--- src/rtl/dram_dq_rdfifo_lane_if.sv ---
// Handshake and data bundle between the DQ pad capture, the read lane
// and the DRAM controller read port.
interface dram_dq_rdfifo_lane_if #(
    parameter int DQ_W  = 4,
    parameter int PTR_W = 3,
    parameter int LAT_W = 3
);
    logic             channel_disabled;
    logic             burst_length_four;
    logic [LAT_W-1:0] rd_lat;
    logic             dqs_read;
    logic [DQ_W-1:0]  cap_pos;
    logic [DQ_W-1:0]  cap_neg;
    logic             rd_pop;
    logic             clr_err;
    logic [DQ_W-1:0]  io_dram_data_in;
    logic [DQ_W-1:0]  io_dram_data_in_hi;
    logic             rd_valid;
    logic             fifo_empty;
    logic             fifo_full;
    logic [PTR_W:0]   fifo_level;
    logic             burst_done;
    logic             overflow;
    logic             burst_err;

    modport master (
        output channel_disabled, burst_length_four, rd_lat, dqs_read,
        output cap_pos, cap_neg, rd_pop, clr_err,
        input  io_dram_data_in, io_dram_data_in_hi, rd_valid,
        input  fifo_empty, fifo_full, fifo_level,
        input  burst_done, overflow, burst_err
    );

    modport slave (
        input  channel_disabled, burst_length_four, rd_lat, dqs_read,
        input  cap_pos, cap_neg, rd_pop, clr_err,
        output io_dram_data_in, io_dram_data_in_hi, rd_valid,
        output fifo_empty, fifo_full, fifo_level,
        output burst_done, overflow, burst_err
    );
endinterface

--- src/rtl/dram_dq_rdfifo_lane.sv ---
// DRAM DQ read-capture lane: waits the read latency, captures BL4/BL8
// DDR beat pairs into a pointer FIFO and returns them on controller pops.
module dram_dq_rdfifo_lane #(
    parameter int DQ_W  = 4,
    parameter int DEPTH = 8,
    parameter int PTR_W = 3,
    parameter int LAT_W = 3
) (
    input logic rclk,
    input logic arst_l,
    dram_dq_rdfifo_lane_if.slave bus
);
    typedef enum logic [1:0] {
        S_IDLE,
        S_WAIT,
        S_CAPTURE
    } state_t;

    localparam logic [LAT_W-1:0] LAT_ONE = 1;

    state_t           state, state_n;
    logic [LAT_W-1:0] lat_cnt, lat_cnt_n;
    logic [1:0]       beat_cnt, beat_cnt_n;
    logic             bl4_q, bl4_n;
    logic             done_n;
    logic             done_q;

    logic [PTR_W:0]   wptr, rptr;
    logic [2*DQ_W-1:0] mem [DEPTH];
    logic [DQ_W-1:0]  data_pos, data_neg;
    logic             valid_q;
    logic             ovf_q, berr_q;

    logic empty, full, off;
    logic push, do_push, do_pop, drop, last_beat, bad_read;

    assign off       = bus.channel_disabled;
    assign empty     = (wptr == rptr);
    assign full      = (wptr[PTR_W] != rptr[PTR_W]) &&
                       (wptr[PTR_W-1:0] == rptr[PTR_W-1:0]);
    assign do_pop    = bus.rd_pop && !empty && !off;
    assign push      = (state == S_CAPTURE) && !off;
    assign do_push   = push && (!full || do_pop);
    assign drop      = push && full && !do_pop;
    assign last_beat = (beat_cnt == (bl4_q ? 2'd1 : 2'd3));
    assign bad_read  = bus.dqs_read && (state != S_IDLE) && !off;

    // Burst sequencing: latency countdown, then one capture per cycle.
    always_comb begin
        state_n    = state;
        lat_cnt_n  = lat_cnt;
        beat_cnt_n = beat_cnt;
        bl4_n      = bl4_q;
        done_n     = 1'b0;
        if (off) begin
            state_n    = S_IDLE;
            lat_cnt_n  = '0;
            beat_cnt_n = '0;
        end else begin
            unique case (state)
                S_IDLE: begin
                    if (bus.dqs_read) begin
                        bl4_n      = bus.burst_length_four;
                        lat_cnt_n  = bus.rd_lat;
                        beat_cnt_n = '0;
                        state_n    = (bus.rd_lat != '0) ? S_WAIT : S_CAPTURE;
                    end
                end
                S_WAIT: begin
                    lat_cnt_n = lat_cnt - LAT_ONE;
                    if (lat_cnt == LAT_ONE) begin
                        state_n = S_CAPTURE;
                    end
                end
                S_CAPTURE: begin
                    beat_cnt_n = beat_cnt + 2'd1;
                    if (last_beat) begin
                        state_n    = S_IDLE;
                        beat_cnt_n = '0;
                        done_n     = 1'b1;
                    end
                end
                default: state_n = S_IDLE;
            endcase
        end
    end

    // Burst sequencer state.
    always_ff @(posedge rclk or negedge arst_l) begin
        if (!arst_l) begin
            state    <= S_IDLE;
            lat_cnt  <= '0;
            beat_cnt <= '0;
            bl4_q    <= 1'b0;
            done_q   <= 1'b0;
        end else begin
            state    <= state_n;
            lat_cnt  <= lat_cnt_n;
            beat_cnt <= beat_cnt_n;
            bl4_q    <= bl4_n;
            done_q   <= done_n;
        end
    end

    // FIFO pointers; the extra MSB separates full from empty.
    always_ff @(posedge rclk or negedge arst_l) begin
        if (!arst_l) begin
            wptr <= '0;
            rptr <= '0;
        end else if (off) begin
            wptr <= '0;
            rptr <= '0;
        end else begin
            if (do_push) wptr <= wptr + 1'b1;
            if (do_pop)  rptr <= rptr + 1'b1;
        end
    end

    // Beat-pair storage, neg beat in the upper half.
    always_ff @(posedge rclk) begin
        if (do_push) begin
            mem[wptr[PTR_W-1:0]] <= {bus.cap_neg, bus.cap_pos};
        end
    end

    // Registered read port; data holds when nothing is popped.
    always_ff @(posedge rclk or negedge arst_l) begin
        if (!arst_l) begin
            data_pos <= '0;
            data_neg <= '0;
            valid_q  <= 1'b0;
        end else begin
            valid_q <= do_pop;
            if (do_pop) begin
                {data_neg, data_pos} <= mem[rptr[PTR_W-1:0]];
            end
        end
    end

    // Sticky error flags; a new error beats a same-cycle clear.
    always_ff @(posedge rclk or negedge arst_l) begin
        if (!arst_l) begin
            ovf_q  <= 1'b0;
            berr_q <= 1'b0;
        end else begin
            ovf_q  <= drop     || (ovf_q  && !bus.clr_err);
            berr_q <= bad_read || (berr_q && !bus.clr_err);
        end
    end

    assign bus.io_dram_data_in    = data_pos;
    assign bus.io_dram_data_in_hi = data_neg;
    assign bus.rd_valid           = valid_q;
    assign bus.fifo_empty         = empty;
    assign bus.fifo_full          = full;
    assign bus.fifo_level         = wptr - rptr;
    assign bus.burst_done         = done_q;
    assign bus.overflow           = ovf_q;
    assign bus.burst_err          = berr_q;
endmodule

--- src/flat_wrapper.sv ---
// flat-port wrapper written by rule: the top's interface ports become plain ports
module dram_dq_rdfifo_lane_flat 
#(
    parameter int DQ_W  = 4,
    parameter int DEPTH = 8,
    parameter int PTR_W = 3,
    parameter int LAT_W = 3
)
  (rclk, arst_l, bus_channel_disabled, bus_burst_length_four, bus_rd_lat, bus_dqs_read, bus_cap_pos, bus_cap_neg, bus_rd_pop, bus_clr_err, bus_io_dram_data_in, bus_io_dram_data_in_hi, bus_rd_valid, bus_fifo_empty, bus_fifo_full, bus_fifo_level, bus_burst_done, bus_overflow, bus_burst_err);
  dram_dq_rdfifo_lane_if #(.DQ_W(DQ_W), .PTR_W(PTR_W), .LAT_W(LAT_W)) bus_i ();
  input logic rclk;
  input logic arst_l;
  input wire logic [$bits(bus_i.channel_disabled)-1:0] bus_channel_disabled;
  input wire logic [$bits(bus_i.burst_length_four)-1:0] bus_burst_length_four;
  input wire logic [$bits(bus_i.rd_lat)-1:0] bus_rd_lat;
  input wire logic [$bits(bus_i.dqs_read)-1:0] bus_dqs_read;
  input wire logic [$bits(bus_i.cap_pos)-1:0] bus_cap_pos;
  input wire logic [$bits(bus_i.cap_neg)-1:0] bus_cap_neg;
  input wire logic [$bits(bus_i.rd_pop)-1:0] bus_rd_pop;
  input wire logic [$bits(bus_i.clr_err)-1:0] bus_clr_err;
  output wire logic [$bits(bus_i.io_dram_data_in)-1:0] bus_io_dram_data_in;
  output wire logic [$bits(bus_i.io_dram_data_in_hi)-1:0] bus_io_dram_data_in_hi;
  output wire logic [$bits(bus_i.rd_valid)-1:0] bus_rd_valid;
  output wire logic [$bits(bus_i.fifo_empty)-1:0] bus_fifo_empty;
  output wire logic [$bits(bus_i.fifo_full)-1:0] bus_fifo_full;
  output wire logic [$bits(bus_i.fifo_level)-1:0] bus_fifo_level;
  output wire logic [$bits(bus_i.burst_done)-1:0] bus_burst_done;
  output wire logic [$bits(bus_i.overflow)-1:0] bus_overflow;
  output wire logic [$bits(bus_i.burst_err)-1:0] bus_burst_err;
  assign bus_i.channel_disabled = bus_channel_disabled;
  assign bus_i.burst_length_four = bus_burst_length_four;
  assign bus_i.rd_lat = bus_rd_lat;
  assign bus_i.dqs_read = bus_dqs_read;
  assign bus_i.cap_pos = bus_cap_pos;
  assign bus_i.cap_neg = bus_cap_neg;
  assign bus_i.rd_pop = bus_rd_pop;
  assign bus_i.clr_err = bus_clr_err;
  assign bus_io_dram_data_in = bus_i.io_dram_data_in;
  assign bus_io_dram_data_in_hi = bus_i.io_dram_data_in_hi;
  assign bus_rd_valid = bus_i.rd_valid;
  assign bus_fifo_empty = bus_i.fifo_empty;
  assign bus_fifo_full = bus_i.fifo_full;
  assign bus_fifo_level = bus_i.fifo_level;
  assign bus_burst_done = bus_i.burst_done;
  assign bus_overflow = bus_i.overflow;
  assign bus_burst_err = bus_i.burst_err;
  dram_dq_rdfifo_lane #(.DQ_W(DQ_W), .DEPTH(DEPTH), .PTR_W(PTR_W), .LAT_W(LAT_W)) u_core (.rclk(rclk), .arst_l(arst_l), .bus(bus_i));
endmodule
--- config.mk ---
export PLATFORM = sky130hd
export DESIGN_NAME = dram_dq_rdfifo_lane_flat
export DESIGN_NICKNAME = d
export VERILOG_FILES = /design/src/rtl/dram_dq_rdfifo_lane_if.sv /design/src/rtl/dram_dq_rdfifo_lane.sv /design/src/flat_wrapper.sv
export SDC_FILE = /design/constraint.sdc
export NUM_CORES = 1
export LEC_CHECK = 0
export CAP_MARGIN = 0
export CELL_PAD_IN_SITES_DETAIL_PLACEMENT = 0
export CELL_PAD_IN_SITES_GLOBAL_PLACEMENT = 1
export CORE_MARGIN = 2
export CORE_UTILIZATION = 48
export CTS_CLUSTER_SIZE = 16
export DETAILED_ROUTE_END_ITERATION = 10
export PLACE_DENSITY_LB_ADDON = 0.1
export SETUP_SLACK_MARGIN = 0.2
export SLEW_MARGIN = 20
export SYNTH_ARGS = -nofsm -noshare
export SYNTH_HDL_FRONTEND = slang
export SYNTH_SLANG_ARGS = --single-unit
--- constraint.sdc ---
create_clock -name rclk -period 3.6 [get_ports rclk]
set_input_delay 0.54 -clock rclk [delete_from_list [all_inputs] [get_ports rclk]]
set_output_delay 0.54 -clock rclk [all_outputs]
set_load 0.005 [all_outputs]
# Word-level counts from Yosys, hierarchy flattened
# Memory sizes are Yosys's and may differ from the RTL's. A register that Yosys moved wholly into a read port is not among the register bits.
# Cells that the tools add are included.
totals:
  wordCells: 81
  n_memories: 1
  in_bits: 18
  ram_bits: 64
  regBits: 20
  output_inout_bits: 18
classes:
  reduce_logical: 31
  bitwise: 1
  n_eq_ne: 10
  mux: 23
  addsub: 5
memory_table:
  columns: ["memory", "depth", "width", "rd", "rd_clocked_by_memory_dff", "wr", "line", "rtl"]
  rows:
  - ["u_core.mem", 8, 8, 1, 1, 1, "dram_dq_rdfifo_lane.sv:29", "logic [2*DQ_W-1:0] mem [DEPTH];"]
op_table:
  columns: ["cell", "count"]
  rows:
  - ["two-way mux 2 bit", 9]
  - ["two-way mux 4 bit", 4]
  - ["logical AND 1 bit", 11]
  - ["nonzero test 3 bit", 3]
  - ["adder 4 x 1 -> 4 bit (second input constant)", 2]
  - ["zero test 1 bit", 6]
  - ["two-way mux 3 bit", 2]
  - ["!= test 3 x 2 -> 1 bit (second input constant)", 2]
  - ["one-hot mux 2 bit (3 select lines)", 1]
  - ["one-hot mux 3 bit (2 select lines)", 1]
  - ["AND reduction 3 bit", 2]
  - ["nonzero test 2 bit", 3]
  - ["two-way mux 1 bit", 5]
  - ["== test 4 bit", 1]
  - ["one-hot mux 2 bit (2 select lines)", 1]
  - ["AND reduction 2 bit", 2]
  - ["subtractor 4 bit", 1]
  - ["== test 3 x 1 -> 1 bit (second input constant)", 1]
  - ["== test 3 bit", 1]
  - ["logical OR 1 bit", 3]
  - ["!= test 3 bit (second input constant)", 1]
  - ["subtractor 3 x 1 -> 3 bit (second input constant)", 1]
  - ["adder 2 x 1 -> 2 bit (second input constant)", 1]
  - ["== test 2 x 1 -> 1 bit (second input constant)", 1]
  - ["5 further kinds", 5]

# Logic depth before layout (Yosys ltp)
# Gate-level depths: netlist of run 1.
depth:
  depth_word: 8
  mapped_depth: 9
  ltp_nobuf: 6

# Worst setup path before layout of run 1
# OpenSTA, ideal clock, no wires.
synth_path:
  path_kind: "reg2reg"
  start: "reg u_core.rptr[2]"
  end: "mem u_core.mem[0][0] in the netlist's numbering (enable)"
  path_buffers: 1
  required_time_ns: 3.205
  path_slack_ns: 0.856
  synth_period_minus_slack_ns: 2.744
  path_stages_with_launch: 7
  t_arrival_ns: 2.349
  cell_sequence: "dfrtp_1 > clkbuf_1 > inv_1 > ha_1 > nand3_2 > o31ai_4 > nor4_1"
synth_between:
  elab_chain_len: 8
  elab_cells_between_ends: 11
synth_lines:
  columns: ["item", "line", "rtl"]
  rows:
  - ["from (decl)", "dram_dq_rdfifo_lane.sv:28", "logic [PTR_W:0] wptr, rptr;"]
  - ["from (signal assigned)", "dram_dq_rdfifo_lane.sv:115", "if (do_pop) rptr <= rptr + 1'b1;"]
  - ["== test 4 bit", "dram_dq_rdfifo_lane.sv:38", "assign empty = (wptr == rptr);"]
  - ["zero test 1 bit", "dram_dq_rdfifo_lane.sv:41", "assign do_pop = bus.rd_pop && !empty && !off;"]
  - ["logical AND 1 bit (2 in series)", "dram_dq_rdfifo_lane.sv:41", null]
  - ["logical OR 1 bit *", "dram_dq_rdfifo_lane.sv:43", "assign do_push = push && (!full || do_pop);"]
  - ["logical AND 1 bit *", "dram_dq_rdfifo_lane.sv:43", null]
  - ["two-way mux 1 bit *", "dram_dq_rdfifo_lane.sv:121", "if (do_push) begin"]
  - ["two-way mux 1 bit (implied by the code) *", "dram_dq_rdfifo_lane.sv:122", "mem[wptr[PTR_W-1:0]] <= {bus.cap_neg, bus.cap_pos};"]
  - ["to (decl)", "dram_dq_rdfifo_lane.sv:29", null]
# Mark *: on every way between the ends. The rest lies on a longest branch, timed or not.

# Worst setup path in the final report of run 1
layout_path:
  start: "reg u_core.rptr[2]"
  end: "out bus_fifo_empty"
layout_between:
  elab_chain_len: 1
layout_lines:
  columns: ["item", "line", "rtl"]
  rows:
  - ["== test 4 bit", "dram_dq_rdfifo_lane.sv:38", null]
  - ["to (decl)", "flat_wrapper.sv:24", "output wire logic [$bits(bus_i.fifo_empty)-1:0] bus_fifo_empty;"]
# No other way between the ends.

==> parameters.txt, run 1 <==
Parameter                              Value

Setup path
  Buf+Inv Stages, Crit Path    3
  Critical path class    flip-flop to output pin
  R2R depth    7
  CP peak stage delay    about 0.52 ns
  Number of cells on the critical path    6
  Kind of cell adding the most delay to the critical path    buffers and inverters
  Startpoint types    flip-flop
  Cells traversed along the worst timing path    buf_4, inv_1, ha_1, nand3_2, nor2_1, clkdlybuf4s50_1
  CP Capture Type    output pin
  Worst reg2reg path endpoint    u_core.mem[4][1]
  Data required time at the worst endpoint    a little over 3 ns
  Launch instance of the worst register-to-register path    u_core.rptr[2]
  CP max-delay cell    sky130_fd_sc_hd__clkdlybuf4s50_1
  R2r setup slk    1.13 ns
  CP arrival    approximately 2.3 ns
  Highest net fanout along the worst path    10

Global route
  Overall Global Routing Usage    0.186
  Total overflow reported by the global router    0
  Largest net degree at the start of global routing    29
  Antenna violations before repair    0
  Global-route wire length before repair    approximately 12 mm
  Vias in the first global route    about 2200

STA
  Slew at the pin with the worst max-slew slack    approximately 0.74 ns
  Worst path setup slack after routing    ~0.75 ns
  Max-slew violation count    0
  Part of the cycle the worst path needs    0.792
  Final Skew    about 0.010 ns
  Final setup viols    0
  RSZ-0062 raised after global routing    no
  Post-route minimum period    about 2.8 ns
  Slew margin rel.    0.507
  Fin Setup TNS    0 ns
  Worst-case hold slack    0.486 ns
  Final number of hold-violating endpoints    0
  Peak clock frequency supported by timing    0.351 GHz

Logic synthesis
  Part of the Yosys area used for sequential elements    0.666
  Mean area per synthesized cell    about 16 um2
  Post-synth top area cell    sky130_fd_sc_hd__edfxtp_1
  Syn nets    approximately 280
  Synthesized instance count    approximately 250
  Ys async rst share    0.304
  Synth top cells by count    64 x sky130_fd_sc_hd__edfxtp_1, 28 x sky130_fd_sc_hd__dfrtp_1, 16 x sky130_fd_sc_hd__mux4_2, 16 x sky130_fd_sc_hd__nor2_1, 14 x sky130_fd_sc_hd__inv_1
  Number of flops mapped to enable cells by yosys    64
  Count leader, synth    sky130_fd_sc_hd__edfxtp_1
  Cell area after synthesis    between 3000 and 4000 um2
  Area share of the largest cell type after synthesis    0.488
  Synthesized flop and latch total    92
  Top cells by area in the synthesized netlist    sky130_fd_sc_hd__edfxtp_1 49%, sky130_fd_sc_hd__dfrtp_1 18%, sky130_fd_sc_hd__mux4_2 9.2%
  Number of library cell types mapped by synthesis    between 40 and 50
  Most frequently used flop master after synthesis    sky130_fd_sc_hd__edfxtp_1
  Syn. warnings    0

Min path
  End point of the most critical hold path    u_core.bus.io_dram_data_in[1]
  Worst min-delay path startpoint    u_core.bus.io_dram_data_in[1]
  Class of the tightest hold or removal check    flip-flop to flip-flop
  Hold-critical path depth    2

Clocking
  TritonCTS clock tree    built
  Clock Tree Buf Depth    2
  Latest clock arrival within the worst-skew pair    between 0.3 and 0.4 ns
  Post-CTS repair timing setup buffer count    0
  Total clock sinks    92
  CTS Root Cell    sky130_fd_sc_hd__clkbuf_8
  Max H-tree Level    3
  Hold Buf Count CTS    0
  Quantity of gates resized following cts    0
  CTS clk-pin slew, worst paths    ~0.09 ns
  Number of buffers added by the clock tree synthesis step    9

Pwr
  Total design power    ~2.2 mW
  Power density over the cells    ~480 nW/um2
  Maximum ir drop on the vdd rail    approximately 0.25 mV
  Static power due to leakage    around 1.7 nW

Routing
  DRC violations left    0
  Vias per Instance    roughly 5.4
  Final Routed Wirelength    between 7 and 8 mm
  Average routed wire per standard cell    between 15 and 20 um
  Detailed-route via count    roughly 2200
  Initial drt markers    140
  Post-detailed-route count of antenna-violating nets    0
  DRT Pass-1 Iters    4

Run status
  Result of the run    finished, final reports clean

Cells and area
  Area delta synth->final    18.0%
  Fill cell total of the finished layout    between 600 and 700
  Ratio of cells with drive above 1 in the final layout    0.178
  Nets    325
  Number of inserted diodes    0

Floorplanning
  Die area    8940 um2
  Total number of placement rows    33
  Width of the chip    about 95 um
  Chip Height    about 95 um
  Core box area    just over 8000 um2
  Starting Density    0.486
  Boundary Pins    36

Placed design
  Worst slack, placed    around 0.82 ns
  DP Wirelength    just over 5 mm
  RePlAce Congestion    between 0.7 and 0.8
  Buffers added on ports    35

Flow run
  Max-cap violation count    0
==> cells by family (layout without fill, tap and decap cells) <==
group	count (synthesis)	after routing	share of synthesized area
DFF	92	92	0.666
and+or+nand+nor	52	52	0.0661
AOI/OAI and AO/OA	39	39	0.0712
muxes	27	27	0.120
buffers and inverters	25	77	0.0270
xor gates and xnor gates	9	9	0.0219
adders and majority gates	8	8	0.0273
==> metrics by stage <==
step / cells / util / cell area, um2
2_1_floorplan: 252 / - / 3940
3_3_place_gp: 393 / 0.550 / 4450
3_5_place_dp: 393 / 0.550 / 4450
4_1_cts: 409 / 0.574 / 4640
5_1_grt: 409 / 0.574 / 4640
6_report: 409 / 0.574 / 4640
==> worst min-delay path: stages (launching register included) <==
cell,delay (ns)
sky130_fd_sc_hd__dfrtp_1,0.35
sky130_fd_sc_hd__nand2_1,0.04
sky130_fd_sc_hd__o21ai_0,0.06
==> state kept, by name, indices dropped and copies added (netlist names) <==
register                       flops
u_core.bus.io_dram_data_in         4
u_core.bus.io_dram_data_in_hi      4
u_core.state                       2
u_core.mem                        64
u_core.bus.rd_valid                1
u_core.lat_cnt                     3
u_core.bus.burst_done              1
u_core.wptr                        4
u_core.bl4_q                       1
u_core.beat_cnt                    2
u_core.bus.overflow                1
u_core.bus.burst_err               1
u_core.rptr                        4
==> power breakdown <==
group | internal [mW] | total (mW) | switching (mW) | leakage (nW)
logic | 0.182 | 0.314 | 0.132 | 0.629
registers | 1.20 | 1.24 | 0.0440 | 0.949
clock network | 0.321 | 0.685 | 0.364 | 0.0927
total | 1.70 | 2.24 | 0.539 | 1.67
==> area by class of cell <==
type                            count  area, um2  area share
Tap cell                          105        131      0.0283
Timing Repair Buffer               47        440      0.0948
Inverter                           14       52.6      0.0113
Clock buffer                       10        128      0.0275
Sequential cell                    92       2620       0.565
Clock inverter                      6       63.8      0.0137
Multi-Input combinational cell    135       1210       0.260
==> worst max path at each step <==
stage                         startpoint               end  slack (ns)
global route              u_core.rptr[2]    bus_fifo_empty        0.63
detailed placement  bus_channel_disabled  u_core.mem[3][5]        0.82
finish                    u_core.rptr[2]    bus_fifo_empty        0.75
CTS                       u_core.rptr[2]    bus_fifo_empty        0.74
global placement    bus_channel_disabled  u_core.mem[6][6]        0.86
floorplan                 u_core.rptr[2]  u_core.mem[0][0]        0.86
==> routing by layer <==
layer / vias up / part of all wire / global-route usage
met5: - / 0 / 0
met2: 48 / 0.48 / 0.283
li1: 1041 / - / -
met1: 1116 / 0.47 / 0.262
met4: 0 / 0.012 / 0.0664
met3: 8 / 0.037 / 0.0495
==> layout by cell type, fill, tap and decap left out, drive strengths merged, types with 3 or more instances in the layout <==
master,instances
clkdlybuf4s50,35
mux4,16
nand3,3
nand2,13
o211ai,3
xnor2,5
dfrtp,28
o21ai,13
nor3,8
mux2i,10
nand2b,3
edfxtp,64
xor2,4
nor2,16
ha,7
buf,12
clkbuf,10
inv,15
a21oi,7
Note: power is estimated with default switching activity, not from simulation.
==> run 2: changes to the inputs <==
==> constraint.sdc (replaced) <==
create_clock -name rclk -period 2.9 [get_ports rclk]
set_input_delay 0.435 -clock rclk [delete_from_list [all_inputs] [get_ports rclk]]
set_output_delay 0.435 -clock rclk [all_outputs]
set_load 0.005 [all_outputs]
==> run 2 against run 1 <==
Clock skew is 0.0041 ns higher. Via count is 1.3% higher. Worst setup slack worse by 0.45 ns. Core utilization is 0.59 points higher. Count of clock-buffer cells in the layout stayed put. Sequential share of layout area is 0.49 points lower. Register-to-register slack worse by 0.45 ns. Combinational power is 23% higher. Flip-flop and latch count stayed put. Hold slack worse by 0.024 ns. Cell area is 1.0% higher. Cell count is 0.98% higher.
==> parameters.txt, run 2 (synthesized netlist as in run 1, its figures left out) <==
Parameter                              Value

Placed design
  Cell Count Post-Placement    397
  RePlAce Congestion    slightly above 0.8
  Cell area reported after detailed placement    roughly 4500 um2
  Worst slack, placed    approximately 0.47 ns
  DP Wirelength    just over 5 mm
  Buffers added on ports    35

Pwr
  Total design power    roughly 2.8 mW
  Maximum ir drop on the vdd rail    0.312 mV
  Static power due to leakage    ~1.7 nW
  Power density over the cells    593 nW/um2

Cells and area
  Number of inserted diodes    0
  Number of flip-flops in the largest register    64
  Most common library cell in the layout ignoring fill and taps    sky130_fd_sc_hd__edfxtp_1
  Post-route non-filler standard cell count    413
  Highest-count cells in the layout ignoring fill and taps    64 x sky130_fd_sc_hd__edfxtp_1, 35 x sky130_fd_sc_hd__clkdlybuf4s50_1, 25 x sky130_fd_sc_hd__dfrtp_1
  Ratio of cells with drive above 1 in the final layout    0.205
  Fill cell total of the finished layout    around 620
  Final core occ    0.580
  Area delta synth->final    19.2%
  Nets    ~330
  Total non-filler cell area in the finished layout    approximately 4700 um2

Clocking
  Hold Buf Count CTS    0
  Quantity of gates resized following cts    0
  Clock Tree Buf Depth    2
  Total clock sinks    92
  CTS Root Cell    sky130_fd_sc_hd__clkbuf_8
  Number of buffers added by the clock tree synthesis step    9
  Post-CTS repair timing setup buffer count    0
  Max H-tree Level    3
  CTS clk-pin slew, worst paths    ~0.090 ns
  Latest clock arrival within the worst-skew pair    ~0.36 ns
  TritonCTS clock tree    built

STA
  Final Skew    about 0.014 ns
  Slew margin rel.    0.686
  Max-slew violation count    0
  Worst path setup slack after routing    0.301 ns
  Fin Setup TNS    0 ns
  Final number of hold-violating endpoints    0
  Post-route minimum period    around 2.6 ns
  Slew at the pin with the worst max-slew slack    approximately 0.47 ns
  Worst-case hold slack    0.462 ns
  RSZ-0062 raised after global routing    yes
  Final setup viols    0
  Peak clock frequency supported by timing    between 0.3 and 0.4 GHz
  Part of the cycle the worst path needs    0.896

Global route
  Total overflow reported by the global router    0
  Vias in the first global route    ~2200
  Antenna violations before repair    0
  Largest net degree at the start of global routing    29
  Global-route wire length before repair    around 11 mm
  Overall Global Routing Usage    0.180

Setup path
  CP Capture Type    output pin
  Startpoint types    flip-flop
  Launch instance of the worst register-to-register path    u_core.wptr[2]
  Critical path class    flip-flop to output pin
  Highest net fanout along the worst path    8
  Data required time at the worst endpoint    between 2 and 2.5 ns
  Launching instance or port of the critical path    u_core.wptr[1]
  CP arrival    2.16 ns

Run status
  Result of the run    finished, final reports clean

Routing
  DRT Pass-1 Iters    4
  Final Routed Wirelength    7.39 mm
  DRC violations left    0
  Detailed-route via count    roughly 2200
  Average routed wire per standard cell    17.9 um
  Vias per Instance    5.43
  Initial drt markers    between 150 and 200
  Post-detailed-route count of antenna-violating nets    0

Floorplanning
  Boundary Pins    36
  Starting Density    0.486
  Core box area    just over 8000 um2
  Total number of placement rows    33
  Die area    a little under 9000 um2
  Chip Height    around 95 um
  Width of the chip    approximately 95 um

Min path
  Class of the tightest hold or removal check    input pin to async pin

Flow run
  Max-cap violation count    0
-- run 2: critical path, cell delays in order, from the launching register on --
cell                              delay (ns)
sky130_fd_sc_hd__dfrtp_1                0.48
sky130_fd_sc_hd__ha_1                   0.34
sky130_fd_sc_hd__a21o_1                 0.17
sky130_fd_sc_hd__a21oi_1                0.18
sky130_fd_sc_hd__xnor2_1                0.13
sky130_fd_sc_hd__clkdlybuf4s50_1        0.51
-- run 2: final cells by class --
| class | instances | area, um2 | share of cell area |
|---|---|---|---|
| clock buffers | 10 | 128 | 0.0272 |
| clock inverters | 6 | 71.3 | 0.0152 |
| inverters | 14 | 52.6 | 0.0112 |
| multi-input cells | 135 | 1210 | 0.258 |
| flip-flops and latches | 92 | 2630 | 0.560 |
| well taps | 105 | 131 | 0.0280 |
| repair buffers | 51 | 470 | 0.100 |
-- run 2: final timing paths --
check / end / slack, ns / cells past startpoint
min in group rclk: u_core.bus.io_dram_data_in_hi[0] / 0.48 / 2
worst min register to register: u_core.bus.io_dram_data_in_hi[0] / 0.48 / 2
worst min-delay path: u_core.rptr[2] / 0.46 / 2
worst max-delay path: bus_fifo_level[3] / 0.30 / 5
worst max register to register: u_core.mem[5][4] / 0.68 / 5
max in group asynchronous: u_core.wptr[0] / 2.14 / 2
-- run 2: power breakdown --
part	switching [mW]	leakage, nW	internal [mW]	total [mW]
combinational	0.158	0.651	0.227	0.385
sequential	0.0527	0.944	1.48	1.54
clock	0.451	0.0988	0.408	0.859
-- run 2: metal layers --
metal  wire length, um  global-route usage  part of all wire  vias to the layer above
li1                  -                   -                 -                     1061
met1              3360               0.237              0.45                     1135
met2              3660               0.295              0.50                       37
met3               300              0.0471             0.041                        8
met4                68              0.0580            0.0092                        0
met5                 0                   0                 0                        -
